[src/rtl/tl_tx_flow_control_gate_if.sv]
// Bundle between the TX TLP scheduler / DLL FC receiver and the TX flow-control credit gate.
// The gate is the slave side; the master drives FC DLLP fields and TLP requests.
interface tl_tx_flow_control_gate_if #(
    parameter int unsigned DLL_HDR_CREDS_WIDTH  = 8,
    parameter int unsigned DLL_DATA_CREDS_WIDTH = 12,
    parameter int unsigned TLP_DATA_CREDS_WIDTH = 9
);
    logic                            dll_valid;
    logic [1:0]                      dll_typ;
    logic [DLL_HDR_CREDS_WIDTH-1:0]  dll_hdr_creds;
    logic [DLL_DATA_CREDS_WIDTH-1:0] dll_data_creds;
    logic [1:0]                      dll_hdr_scale;
    logic [1:0]                      dll_data_scale;

    logic                            tlp_req;
    logic [1:0]                      tlp_typ;
    logic [TLP_DATA_CREDS_WIDTH-1:0] tlp_data_creds;
    logic                            tlp_grant;
    logic                            tlp_typ_err;
    logic                            fc_blocked;
    logic [2:0]                      fc_init_done;

    modport master (
        output dll_valid, dll_typ, dll_hdr_creds, dll_data_creds, dll_hdr_scale, dll_data_scale,
        output tlp_req, tlp_typ, tlp_data_creds,
        input  tlp_grant, tlp_typ_err, fc_blocked, fc_init_done
    );

    modport slave (
        input  dll_valid, dll_typ, dll_hdr_creds, dll_data_creds, dll_hdr_scale, dll_data_scale,
        input  tlp_req, tlp_typ, tlp_data_creds,
        output tlp_grant, tlp_typ_err, fc_blocked, fc_init_done
    );
endinterface

[src/rtl/tl_tx_flow_control_gate.sv]
// TX flow-control credit gate: tracks partner credit limits and consumed credits per P/NP/CPL
// and releases a TLP only when enough header and data credits remain.
module tl_tx_flow_control_gate #(
    parameter int unsigned FC_HDR_CREDS_WIDTH   = 12,
    parameter int unsigned FC_DATA_CREDS_WIDTH  = 16,
    parameter int unsigned TLP_DATA_CREDS_WIDTH = 9
) (
    input logic                      clk,
    input logic                      arst_n,
    tl_tx_flow_control_gate_if.slave bus
);
    localparam int unsigned HW = FC_HDR_CREDS_WIDTH;
    localparam int unsigned DW = FC_DATA_CREDS_WIDTH;
    localparam logic [HW-1:0] HDR_HALF  = HW'(1) << (HW - 1);
    localparam logic [DW-1:0] DATA_HALF = DW'(1) << (DW - 1);

    typedef enum logic [1:0] {StIdle, StCheck, StGrant} state_e;

    state_e                          state_q, state_d;
    logic [1:0]                      req_typ_q, req_typ_d;
    logic [TLP_DATA_CREDS_WIDTH-1:0] req_data_q, req_data_d;
    logic                            typ_err_q, typ_err_d;

    logic [HW-1:0] cl_hdr_q [3];
    logic [HW-1:0] cl_hdr_d [3];
    logic [HW-1:0] cc_hdr_q [3];
    logic [HW-1:0] cc_hdr_d [3];
    logic [DW-1:0] cl_data_q [3];
    logic [DW-1:0] cl_data_d [3];
    logic [DW-1:0] cc_data_q [3];
    logic [DW-1:0] cc_data_d [3];
    logic [2:0]    inf_hdr_q, inf_hdr_d;
    logic [2:0]    inf_data_q, inf_data_d;
    logic [2:0]    init_q, init_d;

    logic [1:0]    dll_idx;
    logic [HW-1:0] dll_hdr_scaled;
    logic [DW-1:0] dll_data_scaled;
    logic [HW-1:0] hdr_room;
    logic [DW-1:0] data_room;
    logic          hdr_ok, data_ok, pass;

    // Scale 00 behaves like 01 so legacy partners without scaling still work.
    function automatic int unsigned scale_shift(input logic [1:0] scale);
        case (scale)
            2'b10:   return 2;
            2'b11:   return 4;
            default: return 0;
        endcase
    endfunction

    assign dll_idx         = bus.dll_typ;
    assign dll_hdr_scaled  = HW'(bus.dll_hdr_creds) << scale_shift(bus.dll_hdr_scale);
    assign dll_data_scaled = DW'(bus.dll_data_creds) << scale_shift(bus.dll_data_scale);

    // Modular window test: remaining room must lie in the lower half of the counter space.
    always_comb begin
        hdr_room  = cl_hdr_q[req_typ_q] - (cc_hdr_q[req_typ_q] + HW'(1));
        data_room = cl_data_q[req_typ_q] - (cc_data_q[req_typ_q] + DW'(req_data_q));
        hdr_ok    = inf_hdr_q[req_typ_q] || (hdr_room <= HDR_HALF);
        data_ok   = inf_data_q[req_typ_q] || (req_data_q == '0) || (data_room <= DATA_HALF);
        pass      = init_q[req_typ_q] && hdr_ok && data_ok;
    end

    always_comb begin
        state_d    = state_q;
        req_typ_d  = req_typ_q;
        req_data_d = req_data_q;
        typ_err_d  = 1'b0;
        cl_hdr_d   = cl_hdr_q;
        cc_hdr_d   = cc_hdr_q;
        cl_data_d  = cl_data_q;
        cc_data_d  = cc_data_q;
        inf_hdr_d  = inf_hdr_q;
        inf_data_d = inf_data_q;
        init_d     = init_q;

        if (bus.dll_valid && (bus.dll_typ != 2'b11)) begin
            if (!init_q[dll_idx]) begin
                cl_hdr_d[dll_idx]   = dll_hdr_scaled;
                cl_data_d[dll_idx]  = dll_data_scaled;
                init_d[dll_idx]     = 1'b1;
                inf_hdr_d[dll_idx]  = (bus.dll_hdr_creds == '0);
                inf_data_d[dll_idx] = (bus.dll_data_creds == '0);
            end else begin
                if (!inf_hdr_q[dll_idx]) cl_hdr_d[dll_idx] = dll_hdr_scaled;
                if (!inf_data_q[dll_idx]) cl_data_d[dll_idx] = dll_data_scaled;
            end
        end

        unique case (state_q)
            StIdle: begin
                if (bus.tlp_req) begin
                    if (bus.tlp_typ == 2'b11) begin
                        typ_err_d = 1'b1;
                    end else begin
                        req_typ_d  = bus.tlp_typ;
                        req_data_d = bus.tlp_data_creds;
                        state_d    = StCheck;
                    end
                end
            end
            StCheck: begin
                if (!bus.tlp_req) state_d = StIdle;
                else if (pass) state_d = StGrant;
            end
            StGrant: begin
                state_d = StIdle;
                if (!inf_hdr_q[req_typ_q]) begin
                    cc_hdr_d[req_typ_q] = cc_hdr_q[req_typ_q] + HW'(1);
                end
                if (!inf_data_q[req_typ_q]) begin
                    cc_data_d[req_typ_q] = cc_data_q[req_typ_q] + DW'(req_data_q);
                end
            end
            default: state_d = StIdle;
        endcase
    end

    always_ff @(posedge clk or negedge arst_n) begin
        if (!arst_n) begin
            state_q    <= StIdle;
            req_typ_q  <= '0;
            req_data_q <= '0;
            typ_err_q  <= 1'b0;
            cl_hdr_q   <= '{default: '0};
            cc_hdr_q   <= '{default: '0};
            cl_data_q  <= '{default: '0};
            cc_data_q  <= '{default: '0};
            inf_hdr_q  <= '0;
            inf_data_q <= '0;
            init_q     <= '0;
        end else begin
            state_q    <= state_d;
            req_typ_q  <= req_typ_d;
            req_data_q <= req_data_d;
            typ_err_q  <= typ_err_d;
            cl_hdr_q   <= cl_hdr_d;
            cc_hdr_q   <= cc_hdr_d;
            cl_data_q  <= cl_data_d;
            cc_data_q  <= cc_data_d;
            inf_hdr_q  <= inf_hdr_d;
            inf_data_q <= inf_data_d;
            init_q     <= init_d;
        end
    end

    // fc_blocked depends only on registered state, never directly on inputs.
    assign bus.tlp_grant    = (state_q == StGrant);
    assign bus.tlp_typ_err  = typ_err_q;
    assign bus.fc_blocked   = (state_q == StCheck) && !pass;
    assign bus.fc_init_done = init_q;
endmodule

[src/flat_wrapper.sv]
// flat-port wrapper written by rule: the top's interface ports become plain ports
module tl_tx_flow_control_gate_flat 
#(
    parameter int unsigned FC_HDR_CREDS_WIDTH   = 12,
    parameter int unsigned FC_DATA_CREDS_WIDTH  = 16,
    parameter int unsigned TLP_DATA_CREDS_WIDTH = 9
)
  (clk, arst_n, bus_dll_valid, bus_dll_typ, bus_dll_hdr_creds, bus_dll_data_creds, bus_dll_hdr_scale, bus_dll_data_scale, bus_tlp_req, bus_tlp_typ, bus_tlp_data_creds, bus_tlp_grant, bus_tlp_typ_err, bus_fc_blocked, bus_fc_init_done);
  tl_tx_flow_control_gate_if #(.TLP_DATA_CREDS_WIDTH(TLP_DATA_CREDS_WIDTH)) bus_i ();
  input logic clk;
  input logic arst_n;
  input wire logic [$bits(bus_i.dll_valid)-1:0] bus_dll_valid;
  input wire logic [$bits(bus_i.dll_typ)-1:0] bus_dll_typ;
  input wire logic [$bits(bus_i.dll_hdr_creds)-1:0] bus_dll_hdr_creds;
  input wire logic [$bits(bus_i.dll_data_creds)-1:0] bus_dll_data_creds;
  input wire logic [$bits(bus_i.dll_hdr_scale)-1:0] bus_dll_hdr_scale;
  input wire logic [$bits(bus_i.dll_data_scale)-1:0] bus_dll_data_scale;
  input wire logic [$bits(bus_i.tlp_req)-1:0] bus_tlp_req;
  input wire logic [$bits(bus_i.tlp_typ)-1:0] bus_tlp_typ;
  input wire logic [$bits(bus_i.tlp_data_creds)-1:0] bus_tlp_data_creds;
  output wire logic [$bits(bus_i.tlp_grant)-1:0] bus_tlp_grant;
  output wire logic [$bits(bus_i.tlp_typ_err)-1:0] bus_tlp_typ_err;
  output wire logic [$bits(bus_i.fc_blocked)-1:0] bus_fc_blocked;
  output wire logic [$bits(bus_i.fc_init_done)-1:0] bus_fc_init_done;
  assign bus_i.dll_valid = bus_dll_valid;
  assign bus_i.dll_typ = bus_dll_typ;
  assign bus_i.dll_hdr_creds = bus_dll_hdr_creds;
  assign bus_i.dll_data_creds = bus_dll_data_creds;
  assign bus_i.dll_hdr_scale = bus_dll_hdr_scale;
  assign bus_i.dll_data_scale = bus_dll_data_scale;
  assign bus_i.tlp_req = bus_tlp_req;
  assign bus_i.tlp_typ = bus_tlp_typ;
  assign bus_i.tlp_data_creds = bus_tlp_data_creds;
  assign bus_tlp_grant = bus_i.tlp_grant;
  assign bus_tlp_typ_err = bus_i.tlp_typ_err;
  assign bus_fc_blocked = bus_i.fc_blocked;
  assign bus_fc_init_done = bus_i.fc_init_done;
  tl_tx_flow_control_gate #(.FC_HDR_CREDS_WIDTH(FC_HDR_CREDS_WIDTH), .FC_DATA_CREDS_WIDTH(FC_DATA_CREDS_WIDTH), .TLP_DATA_CREDS_WIDTH(TLP_DATA_CREDS_WIDTH)) u_core (.clk(clk), .arst_n(arst_n), .bus(bus_i));
endmodule
[config.mk]
export PLATFORM = sky130hd
export DESIGN_NAME = tl_tx_flow_control_gate_flat
export DESIGN_NICKNAME = d
export VERILOG_FILES = /design/src/rtl/tl_tx_flow_control_gate_if.sv /design/src/rtl/tl_tx_flow_control_gate.sv /design/src/flat_wrapper.sv
export SDC_FILE = /design/constraint.sdc
export NUM_CORES = 1
export LEC_CHECK = 0
export ABC_AREA = 1
export BUFFER_PORTS_ARGS = -buffer_cell sky130_fd_sc_hd__buf_2
export CORE_ASPECT_RATIO = 1.2
export CORE_MARGIN = 2
export CORE_UTILIZATION = 25
export CTS_BUF_LIST = sky130_fd_sc_hd__clkbuf_16
export CTS_CLUSTER_DIAMETER = 30
export DETAILED_ROUTE_END_ITERATION = 7
export PLACE_DENSITY_LB_ADDON = 0.1
export SYNTH_ARGS = -nofsm -noshare
export SYNTH_HDL_FRONTEND = slang
export SYNTH_SLANG_ARGS = --single-unit
[constraint.sdc]
create_clock -name clk -period 19.3 [get_ports clk]
set_clock_uncertainty 0.1 [all_clocks]
set_input_delay 5.79 -clock clk [delete_from_list [all_inputs] [get_ports clk]]
set_output_delay 5.79 -clock clk [all_outputs]
set_load 0.1 [all_outputs]
==> flow_metrics.py, run 1 <==
metrics = {
    "sta": {
        "finalSetupViolCount": 0,
        "finalSetupTns_ps": 0,
        "worstMarginPinSlew_ps": 1011,
        "min_period_ps": 12490,
        "period_share_pct": 64.74,
        "max_slew_margin_pct": 32.42,
        "rsz0062_at_grt": "false",
        "hold_viol": 0,
        "maxSlewViolCount": 0,
        "max_freq_ghz": 0.08003,
    },
    "routing": {
        "drc": 0,
        "post_drt_wl_per_cell_um": 16.24,
        "viasPerCell": 4.479,
        "postRouteWirelength_um": 35120,
        "vias": 9684,
        "first_pass_iters": 6,
        "postRouteAntennaNets": 0,
        "dr.first_iter.drc_count": 582,
    },
    "synth": {
        "synth_area_leaders": "dfrtp_1 (42%), nand2_1 (18%), o21ai_0 (6.0%), inv_1 (5.8%), ha_1 (4.0%)",
        "synth_seq_cells": 191,
        "synth.largest_area_cell": "dfrtp_1",
        "syn_nets": 1597,
        "synth_top_area_share_pct": 42.19,
        "synthArstFlopShare_pct": 100.0,
        "synth_edf_count": 0,
        "synth_flop_cell": "dfrtp_1",
        "syn_inst": 1517,
        "synth_area_um2": 11330,
        "syn_area_per_cell_um2": 7.468,
        "synth.yosys.seq_area_share_pct": 42.19,
        "yosysUniqueCellTypes": 52,
        "synth_warnings": 0,
    },
    "power_and_ir_drop": {
        "worst_ir_drop_vdd_uv": 66.24,
        "powerDensity_nw_per_um2": 152.8,
        "p_leak_uw": 0.006319,
    },
    "critical_path": {
        "endpoint_kind": "output pin",
        "arrival_ps": 6600,
        "slowest_delay_ps": 700,
        "reg2reg_from": "u_core.req_typ_q[1]",
        "critPathTopFamily": "simple AND/OR/NAND/NOR gates",
        "crit_buf_inv": 3,
        "crit_path_start_kind": "flip-flop",
        "path_class": "flip-flop to output pin",
        "cp_max_fo": 38,
        "critical-path-slowest-cell": "nor2_8",
        "critPathLaunch": "u_core.req_typ_q[1]",
        "cpMostUsedCell": "nand2_1",
        "critPathRequiredTime_ps": 13410,
    },
    "clocking": {
        "cts_sinks": 191,
        "ctsResizeCount": 0,
        "postCtsSetupRepairBufs": 0,
        "cts_htree_levels": 4,
        "insertion_delay_ps": 460,
        "cts_hold_buf": 0,
        "clk_pin_slew_ps": 80,
        "max-clock-path-buffers": 2,
        "cts_tree": "done",
        "cts_made_buffers": 17,
        "cts-root-buf": "clkbuf_16",
    },
    "cells_and_area": {
        "final_cell_area_um2": 12690,
        "final_common_cell": "nand2_1",
        "layout-drive-gt1-share_pct": 9.530,
        "final_nets": 1620,
        "n_antenna_cell": 0,
        "post-route-util_pct": 28.33,
        "layout.cells.most_common_list": "nand2_1 (533), dfrtp_1 (191), inv_1 (177)",
        "fin_cells": 2162,
        "areaGrowthSynthToFinish_pct": 11.97,
    },
    "run_status": {
        "status": "finished clean",
    },
    "run": {
        "max-cap-violations": 0,
    },
    "hold_path": {
        "min_path_type": "flip-flop to flip-flop",
        "worstHoldStart": "u_core.cl_data_q[41]",
    },
    "grt": {
        "grtUsageTotal_pct": 15.84,
        "grt_start_max_net_pins": 69,
        "grt_pass1_vias": 9864,
        "grt_antenna_before_repair": 0,
        "overflow": 0,
        "grt_pass1_wl_um": 56720,
    },
    "floorplan": {
        "start_util_pct": 25.30,
        "die_w_um": 198.3,
        "ios": 47,
        "die_area_um2": 47050,
        "core_region_area_um2": 44770,
        "die_h_um": 237.2,
        "rows": 85,
    },
    "place": {
        "place_area_um2": 12100,
        "place.gp.congestion": 0.8116,
        "dp_cells": 2130,
        "hpwl_um": 25740,
        "portBuffers": 46,
    },
}
[synth_stat cells (5+ instances only)]
| cell type | n |
|---|---|
| clkbuf_1 | 22 |
| nand3_1 | 83 |
| nor3_1 | 7 |
| buf_6 | 8 |
| o21ai_1 | 23 |
| nand3_2 | 9 |
| a21oi_1 | 37 |
| nor2_1 | 74 |
| buf_2 | 12 |
| inv_2 | 6 |
| dfrtp_1 | 191 |
| nand2_1 | 533 |
| nand2_2 | 10 |
| nor2_4 | 5 |
| o21ai_0 | 136 |
| o221ai_1 | 13 |
| a22oi_1 | 19 |
| mux2_2 | 13 |
| o22ai_1 | 13 |
| xnor2_1 | 6 |
| xor2_1 | 15 |
| inv_1 | 176 |
| nor2_2 | 6 |
| ha_1 | 36 |
| nand4_1 | 17 |
[report_power, final]
part	switching, uW	leakage (uW)	internal [uW]
logic	719	0.00351	333
clock network	174	0.000280	193
registers	49.1	0.00253	470
total	942	0.00632	996
[metal layers]
layer	vias to the layer above	track usage, %	wire (um)
met5	-	0	0
met4	0	5.491	725
met3	26	1.958	721
met2	123	27.39	17440
met1	4601	20.26	16230
li1	4934	-	-
[flip-flops by register name (all words and copies together), names as in the netlist]
register	count
u_core.cc_data_q	48
u_core.cl_data_q	48
u_core.cc_hdr_q	36
u_core.cl_hdr_q	36
u_core.req_data_q	9
u_core.bus.fc_init_done	3
u_core.inf_data_q	3
u_core.inf_hdr_q	3
u_core.req_typ_q	2
u_core.state_q	2
u_core.bus.tlp_typ_err	1
[worst min-delay path: cells and delay by family, from the launching register on]
family / cells / cell delay, ps
and+or+nand+nor: 2 / 100
DFF: 1 / 340
[final cells by class]
cell class | count | area (um2)
timing repair buffer | 53 | 291.5
multi-input combinational | 1090 | 5550
sequential | 191 | 4780
clock buffer | 17 | 425.4
inverter | 187 | 714.4
tap | 609 | 762.0
fill | 4920 | 32090
clock inverter | 15 | 162.7
[through the flow]
stage,hold slack (ps),total power (uW),worst slack (ps)
after floorplan,336.6,1298,7736
after global placement,347.6,1596,7240
after detailed placement,353.5,1596,7133
after CTS,372.7,1975,6601
after global routing,394.4,2139,6139
final,370.7,1938,6805
[cells by family (layout without fill, tap and decap cells)]
group | Yosys count | after routing | share of synthesized area [%]
adders and majority gates | 39 | 39 | 4.506
and+or+nand+nor | 759 | 759 | 28.71
AOI/OAI and AO/OA | 258 | 258 | 12.85
DFF | 191 | 191 | 42.19
buffers and inverters | 236 | 272 | 8.824
muxes | 13 | 13 | 1.292
xor gates and xnor gates | 21 | 21 | 1.623
[path summary, 6_finish.rpt]
kind / depth (start not counted) / slack (ps) / endpoint
max reg2reg: 28 / 13330 / u_core.state_q[0]
min reg2reg: 2 / 370 / u_core.cl_data_q[41]
min in group asynchronous: 1 / 5210 / u_core.cl_hdr_q[19]
max in group asynchronous: 3 / 11630 / u_core.req_data_q[5]
min: 2 / 370 / u_core.cl_data_q[41]
max: 26 / 6810 / bus_fc_blocked
Power figures use the tool's default switching activity.
==> run 2, diff against run 1 <==
ABC_AREA = 0   (was 1)
clock period = 10.6 ns   (was 19.3 ns; I/O delays follow)
==> run 2 against run 1 <==
Effect of this change: non-clock buffer count up 3; clock power up 96%; die area down 3.9%; via count down 21%; hold slack better by 8.1 ps; combinational power up 56%; first-iteration DRC count down 34%; total power up 72%; sequential share of layout area up 1.1 points; sequential power up 89%.
==> flow_metrics.py, run 2 <==
metrics = {
    "routing": {
        "dr.first_iter.drc_count": 386,
        "postRouteWirelength_um": 28310,
        "vias": 7679,
        "first_pass_iters": 7,
        "drc": 0,
        "viasPerCell": 4.640,
        "post_drt_wl_per_cell_um": 17.11,
        "postRouteAntennaNets": 0,
    },
    "critical_path": {
        "endpoint_kind": "output pin",
        "crit_buf_inv": 2,
        "rrSetupSlack_ps": 4480,
        "critical-path-slowest-cell": "dfrtp_2",
        "crit_path_start_kind": "flip-flop",
        "cp_cell_sequence": "and2b_4 > nand2_1 > o21ai_0 > ha_1 > a211oi_1 > o21ai_0 > a21oi_1 > o21ba_2 > o21bai_1 > a21oi_1 > nor2_1 > xor2_1 > inv_1 > ha_1 > o2111ai_1 > a211o_1 > a2111oi_0 > o2111ai_1 > nor4_1 > nand4_1 > a22oi_2 > nor3b_2 > buf_2",
        "critPathTopFamily": "compound AO/OA/AOI/OAI gates",
        "slowest_delay_ps": 700,
        "arrival_ps": 6560,
        "path_class": "flip-flop to output pin",
        "critPathRequiredTime_ps": 7320,
        "rr_endpoint": "u_core.state_q[1]",
        "r2r_cells": 22,
        "cp_max_fo": 27,
        "reg2reg_from": "u_core.req_typ_q[1]",
    },
    "cells_and_area": {
        "multiInputGateArea_um2": 5762,
        "fillCellCount": 4529,
        "layout.cells.most_common_list": "dfrtp_1 (189), nand2_1 (125), o21ai_0 (120), mux2_2 (120), mux2i_1 (75)",
        "layout-drive-gt1-share_pct": 21.31,
        "n_antenna_cell": 0,
        "final_nets": 1170,
        "final_common_cell": "dfrtp_1",
        "reg_top3": "u_core.cc_data_q (48), u_core.cl_data_q (48)",
        "areaGrowthSynthToFinish_pct": 13.40,
        "seq_area_um2": 4785,
    },
    "clocking": {
        "cts_hold_buf": 0,
        "ctsResizeCount": 0,
        "cts_sinks": 191,
        "postCtsSetupRepairBufs": 0,
        "cts-root-buf": "clkbuf_16",
        "cts_htree_levels": 4,
        "cts_made_buffers": 17,
        "cts_tree": "done",
        "insertion_delay_ps": 450,
        "clk_pin_slew_ps": 70,
        "max-clock-path-buffers": 2,
    },
    "synth": {
        "yosysUniqueCellTypes": 67,
        "synth.largest_area_cell": "dfrtp_1",
        "synth_warnings": 0,
        "synth.yosys.seq_area_share_pct": 43.94,
        "synthArstFlopShare_pct": 100.0,
        "syn_inst": 1064,
        "synth_flop_cell": "dfrtp_1",
        "synth_most_common_cell": "dfrtp_1",
        "synth_area_leaders": "dfrtp_1 (44%), mux2_2 (12%), mux2i_1 (6.9%), o21ai_0 (5.5%), nand2_1 (4.3%)",
        "synth_area_um2": 10880,
        "syn_area_per_cell_um2": 10.22,
        "syn_nets": 1144,
        "synth_edf_count": 0,
        "synth_common_cells": "dfrtp_1 (191), nand2_1 (125), mux2_2 (120), o21ai_0 (120), mux2i_1 (75)",
        "synth_seq_cells": 191,
        "synth_top_area_share_pct": 43.94,
    },
    "floorplan": {
        "ios": 47,
        "core_region_area_um2": 42890,
        "rows": 83,
        "die_area_um2": 45200,
        "start_util_pct": 25.36,
        "die_w_um": 194.4,
        "die_h_um": 232.5,
    },
    "sta": {
        "max_slew_margin_pct": 25.10,
        "finalSetupViolCount": 0,
        "max_freq_ghz": 0.1016,
        "fin_hold_ws_ps": 378.8,
        "min_period_ps": 9839,
        "fin_ws_ps": 760.7,
        "worstMarginPinSlew_ps": 1122,
        "period_share_pct": 92.82,
        "maxSlewViolCount": 0,
        "rsz0062_at_grt": "false",
        "hold_viol": 0,
        "finalSetupTns_ps": 0,
    },
    "power_and_ir_drop": {
        "worst_ir_drop_vdd_uv": 124.4,
        "p_leak_uw": 0.005590,
        "powerDensity_nw_per_um2": 270.8,
    },
    "grt": {
        "overflow": 0,
        "grtUsageTotal_pct": 13.10,
        "grt_pass1_wl_um": 45900,
        "grt_antenna_before_repair": 0,
        "grt_pass1_vias": 7912,
        "grt_start_max_net_pins": 73,
    },
    "run": {
        "max-cap-violations": 0,
    },
    "hold_path": {
        "min_path_type": "flip-flop to flip-flop",
        "min_to": "u_core.cl_hdr_q[3]",
        "holdPathStages": 2,
        "worstHoldStart": "u_core.cl_hdr_q[3]",
    },
    "run_status": {
        "status": "finished clean",
    },
    "place": {
        "portBuffers": 46,
        "place.gp.congestion": 0.7734,
        "preCtsSetupSlack_ps": 1037,
        "hpwl_um": 19790,
    },
}
## run 2: changes by cell type after synthesis, sizes merged, moves of 15 or more
cell | before | now
nand2 | 544 | 125
inv | 185 | 38
mux2 | 13 | 120
nand3 | 93 | 11
mux2i | 0 | 75
o21ai | 159 | 120
nor2 | 88 | 56
nor2b | 0 | 19
a22oi | 20 | 2
nand2b | 0 | 15
o2bb2ai | 0 | 15
xnor2 | 6 | 21
## run 2: layout make-up
type                       instances  area share, %
sequential                       191          38.79
tap                              552          5.599
timing repair buffer              56          2.546
multi-input combinational        786          46.71
clock inverter                    15          1.755
inverter                          38          1.156
clock buffer                      17          3.449
## run 2: worst max-delay path by stage
stage / start / endpoint / slack (ps) / cells after the start
after floorplan: u_core.req_typ_q[0] / bus_fc_blocked / 900 / 27
after global placement: u_core.req_typ_q[1] / bus_fc_blocked / 1130 / 23
after detailed placement: u_core.req_typ_q[1] / bus_fc_blocked / 1040 / 23
after CTS: u_core.req_typ_q[1] / bus_fc_blocked / 510 / 23
after global routing: u_core.req_typ_q[1] / bus_fc_blocked / 20 / 23
final: u_core.req_typ_q[1] / bus_fc_blocked / 760 / 23
## run 2: worst register-to-register path: cells and delay by family, from the launching register on
kind	cells	cell delay, ps
compound gates	12	2790
simple gates	6	1400
fa+ha+maj	2	730
flops	1	700
xor+xnor	1	250
buf+inv	1	90
## run 2: through the flow
stage	util (%)	power, uW	instances	area [um2]
6_report	28.76	3341	1655	12340
5_1_grt	28.76	3626	1655	12340
4_1_cts	28.76	3394	1655	12330
3_5_place_dp	27.26	2652	1623	11690
3_3_place_gp	27.26	2677	1623	11690
2_1_floorplan	-	2219	1064	10880
## run 2: routing by layer
| layer | global-route usage (%) | wire (um) | share of wire, % | up-vias |
|---|---|---|---|---|
| li1 | - | - | - | 3835 |
| met1 | 17.90 | 14130 | 50 | 3711 |
| met2 | 21.18 | 13030 | 46 | 110 |
| met3 | 2.015 | 716 | 2.5 | 23 |
| met4 | 4.303 | 438 | 1.5 | 0 |
| met5 | 0 | 0 | 0 | - |
## run 2: cell families (layout without fill, tap and decap cells)
family / Yosys count / in the layout / synth area share, %
xor+xnor: 33 / 33 / 2.795
fa+ha+maj: 39 / 39 / 4.693
mux: 195 / 195 / 19.32
compound gates: 246 / 246 / 13.96
flops: 191 / 191 / 43.94
simple gates: 273 / 273 / 11.93
buf+inv: 87 / 126 / 3.359
## run 2: where the power goes
group / switching, uW / leakage, uW / internal, uW / total [uW]
clock: 302 / 0.000319 / 418 / 721
combinational: 978 / 0.00277 / 663 / 1640
sequential: 115 / 0.00250 / 864 / 979
==> run 3, diff against run 2 <==
ABC_AREA = 1   (was 0)
==> run 3 against run 2 <==
Effect of this change: first-iteration DRC count increased by 32%; count of clock-buffer cells in the layout unchanged; routed wire length increased by 23%; register-to-register slack better by 790 ps; combinational power grew 16%; total power is 5.0% higher; final cell count up 31%; global-route usage increased by 2.6 points; critical path type unchanged; largest power group unchanged.
==> flow_metrics.py, run 3 (synthesis gave the netlist of run 1 again) <==
metrics = {
    "run_status": {
        "status": "finished clean",
    },
    "grt": {
        "overflow": 0,
        "grt_start_max_net_pins": 81,
        "grtUsageTotal_pct": 15.67,
        "grt_antenna_before_repair": 0,
        "grt_pass1_wl_um": 56480,
        "grt_pass1_vias": 9877,
    },
    "clocking": {
        "cts-root-buf": "clkbuf_16",
        "ctsResizeCount": 0,
        "cts_hold_buf": 0,
        "cts_tree": "done",
        "cts_sinks": 191,
        "cts_made_buffers": 17,
        "max-clock-path-buffers": 2,
        "insertion_delay_ps": 470,
        "postCtsSetupRepairBufs": 0,
        "cts_htree_levels": 4,
        "clk_pin_slew_ps": 70,
    },
    "routing": {
        "viasPerCell": 4.463,
        "dr.first_iter.drc_count": 509,
        "post_drt_wl_per_cell_um": 16.06,
        "first_pass_iters": 5,
        "wl_met3_um": 829,
        "wl_met1_um": 16260,
        "postRouteWirelength_um": 34770,
        "drc": 0,
        "dr_wl_met2_um": 16980,
        "highest_layer": "met4",
        "vias": 9662,
        "postRouteAntennaNets": 0,
    },
    "critical_path": {
        "crit_buf_inv": 3,
        "crit_path_start_kind": "flip-flop",
        "critPathRequiredTime_ps": 7320,
        "endpoint_kind": "output pin",
        "critPathLaunch": "u_core.req_typ_q[1]",
        "arrival_ps": 6070,
        "reg2reg_from": "u_core.req_typ_q[1]",
        "path_class": "flip-flop to output pin",
        "path_depth": 29,
        "critical-path-slowest-cell": "dfrtp_1",
        "rrSetupSlack_ps": 5270,
        "rr_endpoint": "u_core.state_q[0]",
        "cpMostUsedCell": "nand2_1",
        "slowest_delay_ps": 790,
        "crit_path_end": "bus_fc_blocked",
        "cp_max_fo": 34,
        "r2r_cells": 29,
        "critPathTopFamily": "simple AND/OR/NAND/NOR gates",
    },
    "cells_and_area": {
        "multiInputGateArea_um2": 5550,
        "final_common_cell": "nand2_1",
        "layout-drive-gt1-share_pct": 9.769,
        "final_nets": 1623,
        "seq_area_um2": 4780,
        "reg_top3": "u_core.cc_data_q (48), u_core.cl_data_q (48)",
        "layout.cells.most_common_list": "nand2_1 (533), dfrtp_1 (191), inv_1 (176)",
        "areaGrowthSynthToFinish_pct": 11.96,
        "n_antenna_cell": 0,
        "fillCellCount": 4992,
    },
    "floorplan": {
        "die_w_um": 198.3,
        "die_area_um2": 47050,
        "start_util_pct": 25.30,
        "rows": 85,
        "die_h_um": 237.2,
        "core_region_area_um2": 44770,
        "ios": 47,
    },
    "power_and_ir_drop": {
        "powerDensity_nw_per_um2": 276.6,
        "seqPwrFrac_pct": 27.1,
        "swShare_pct": 48.97,
        "clkPwrFrac_pct": 18.5,
        "p_leak_uw": 0.006323,
        "worst_ir_drop_vdd_uv": 118.0,
        "power_frac_comb_pct": 54.4,
        "power.switching_uw": 1718,
        "p_int_uw": 1791,
    },
    "place": {
        "hpwl_um": 25170,
        "portBuffers": 46,
        "place.gp.congestion": 0.7830,
    },
    "sta": {
        "hold_viol": 0,
        "rsz0062_at_grt": "false",
        "period_share_pct": 88.24,
        "min_period_ps": 9354,
        "finalSetupViolCount": 0,
        "max_slew_margin_pct": 27.78,
        "finalSetupTns_ps": 0,
        "worstMarginPinSlew_ps": 1081,
        "max_freq_ghz": 0.1069,
        "maxSlewViolCount": 0,
        "fin_hold_ws_ps": 368.1,
    },
    "hold_path": {
        "min_path_type": "flip-flop to flip-flop",
    },
    "run": {
        "max-cap-violations": 0,
    },
}
-- run 3: power by group through the flow --
stage          clock [uW]  combinational, uW  sequential (uW)
2_1_floorplan           0               1440              924
3_3_place_gp            0               1940              968
3_5_place_dp            0               1940              967
4_1_cts               670               1950              953
5_1_grt               700               2200              970
6_report              650               1910              952
-- run 3: cell type report --
class                           count  area share (%)
Timing Repair Buffer               56           2.476
Sequential cell                   191           37.68
Multi-Input combinational cell   1090           43.76
Inverter                          187           5.632
Clock buffer                       17           3.354
Tap cell                          609           6.007
Clock inverter                     15           1.095
-- run 3: per-stage QoR --
stage	instance area, um2	power [uW]	utilization [%]	cells	setup WS (ps)
floorplan	11330	2363	-	1517	1646
global placement	12120	2904	27.07	2133	1741
detailed placement	12120	2908	27.07	2133	1610
CTS	12680	3572	28.33	2165	1109
global route	12680	3869	28.33	2165	522.2
finish	12680	3509	28.33	2165	1246
-- run 3: worst min-delay path by stage --
stage / from / end / slack [ps] / cells after the start
after CTS: u_core.cl_hdr_q[28] / u_core.cl_hdr_q[28] / 370 / 2
after floorplan: u_core.cl_data_q[33] / u_core.cl_data_q[33] / 340 / 2
after global placement: u_core.cl_data_q[42] / u_core.cl_data_q[42] / 350 / 2
after detailed placement: u_core.cl_hdr_q[28] / u_core.cl_hdr_q[28] / 350 / 2
after global routing: u_core.cl_hdr_q[28] / u_core.cl_hdr_q[28] / 380 / 2
final: u_core.cl_data_q[43] / u_core.cl_data_q[43] / 370 / 2
-- run 3: tightest hold or removal path, cell delays in order (launching register included) --
cell     delay, ps
dfrtp_1        340
nand2_1         50
nand2_1         40
-- run 3: layer usage --
layer	global-route usage [%]	up-vias
met3	2.299	31
met5	0	-
li1	-	4944
met1	20.13	4578
met4	5.058	0
met2	26.91	109
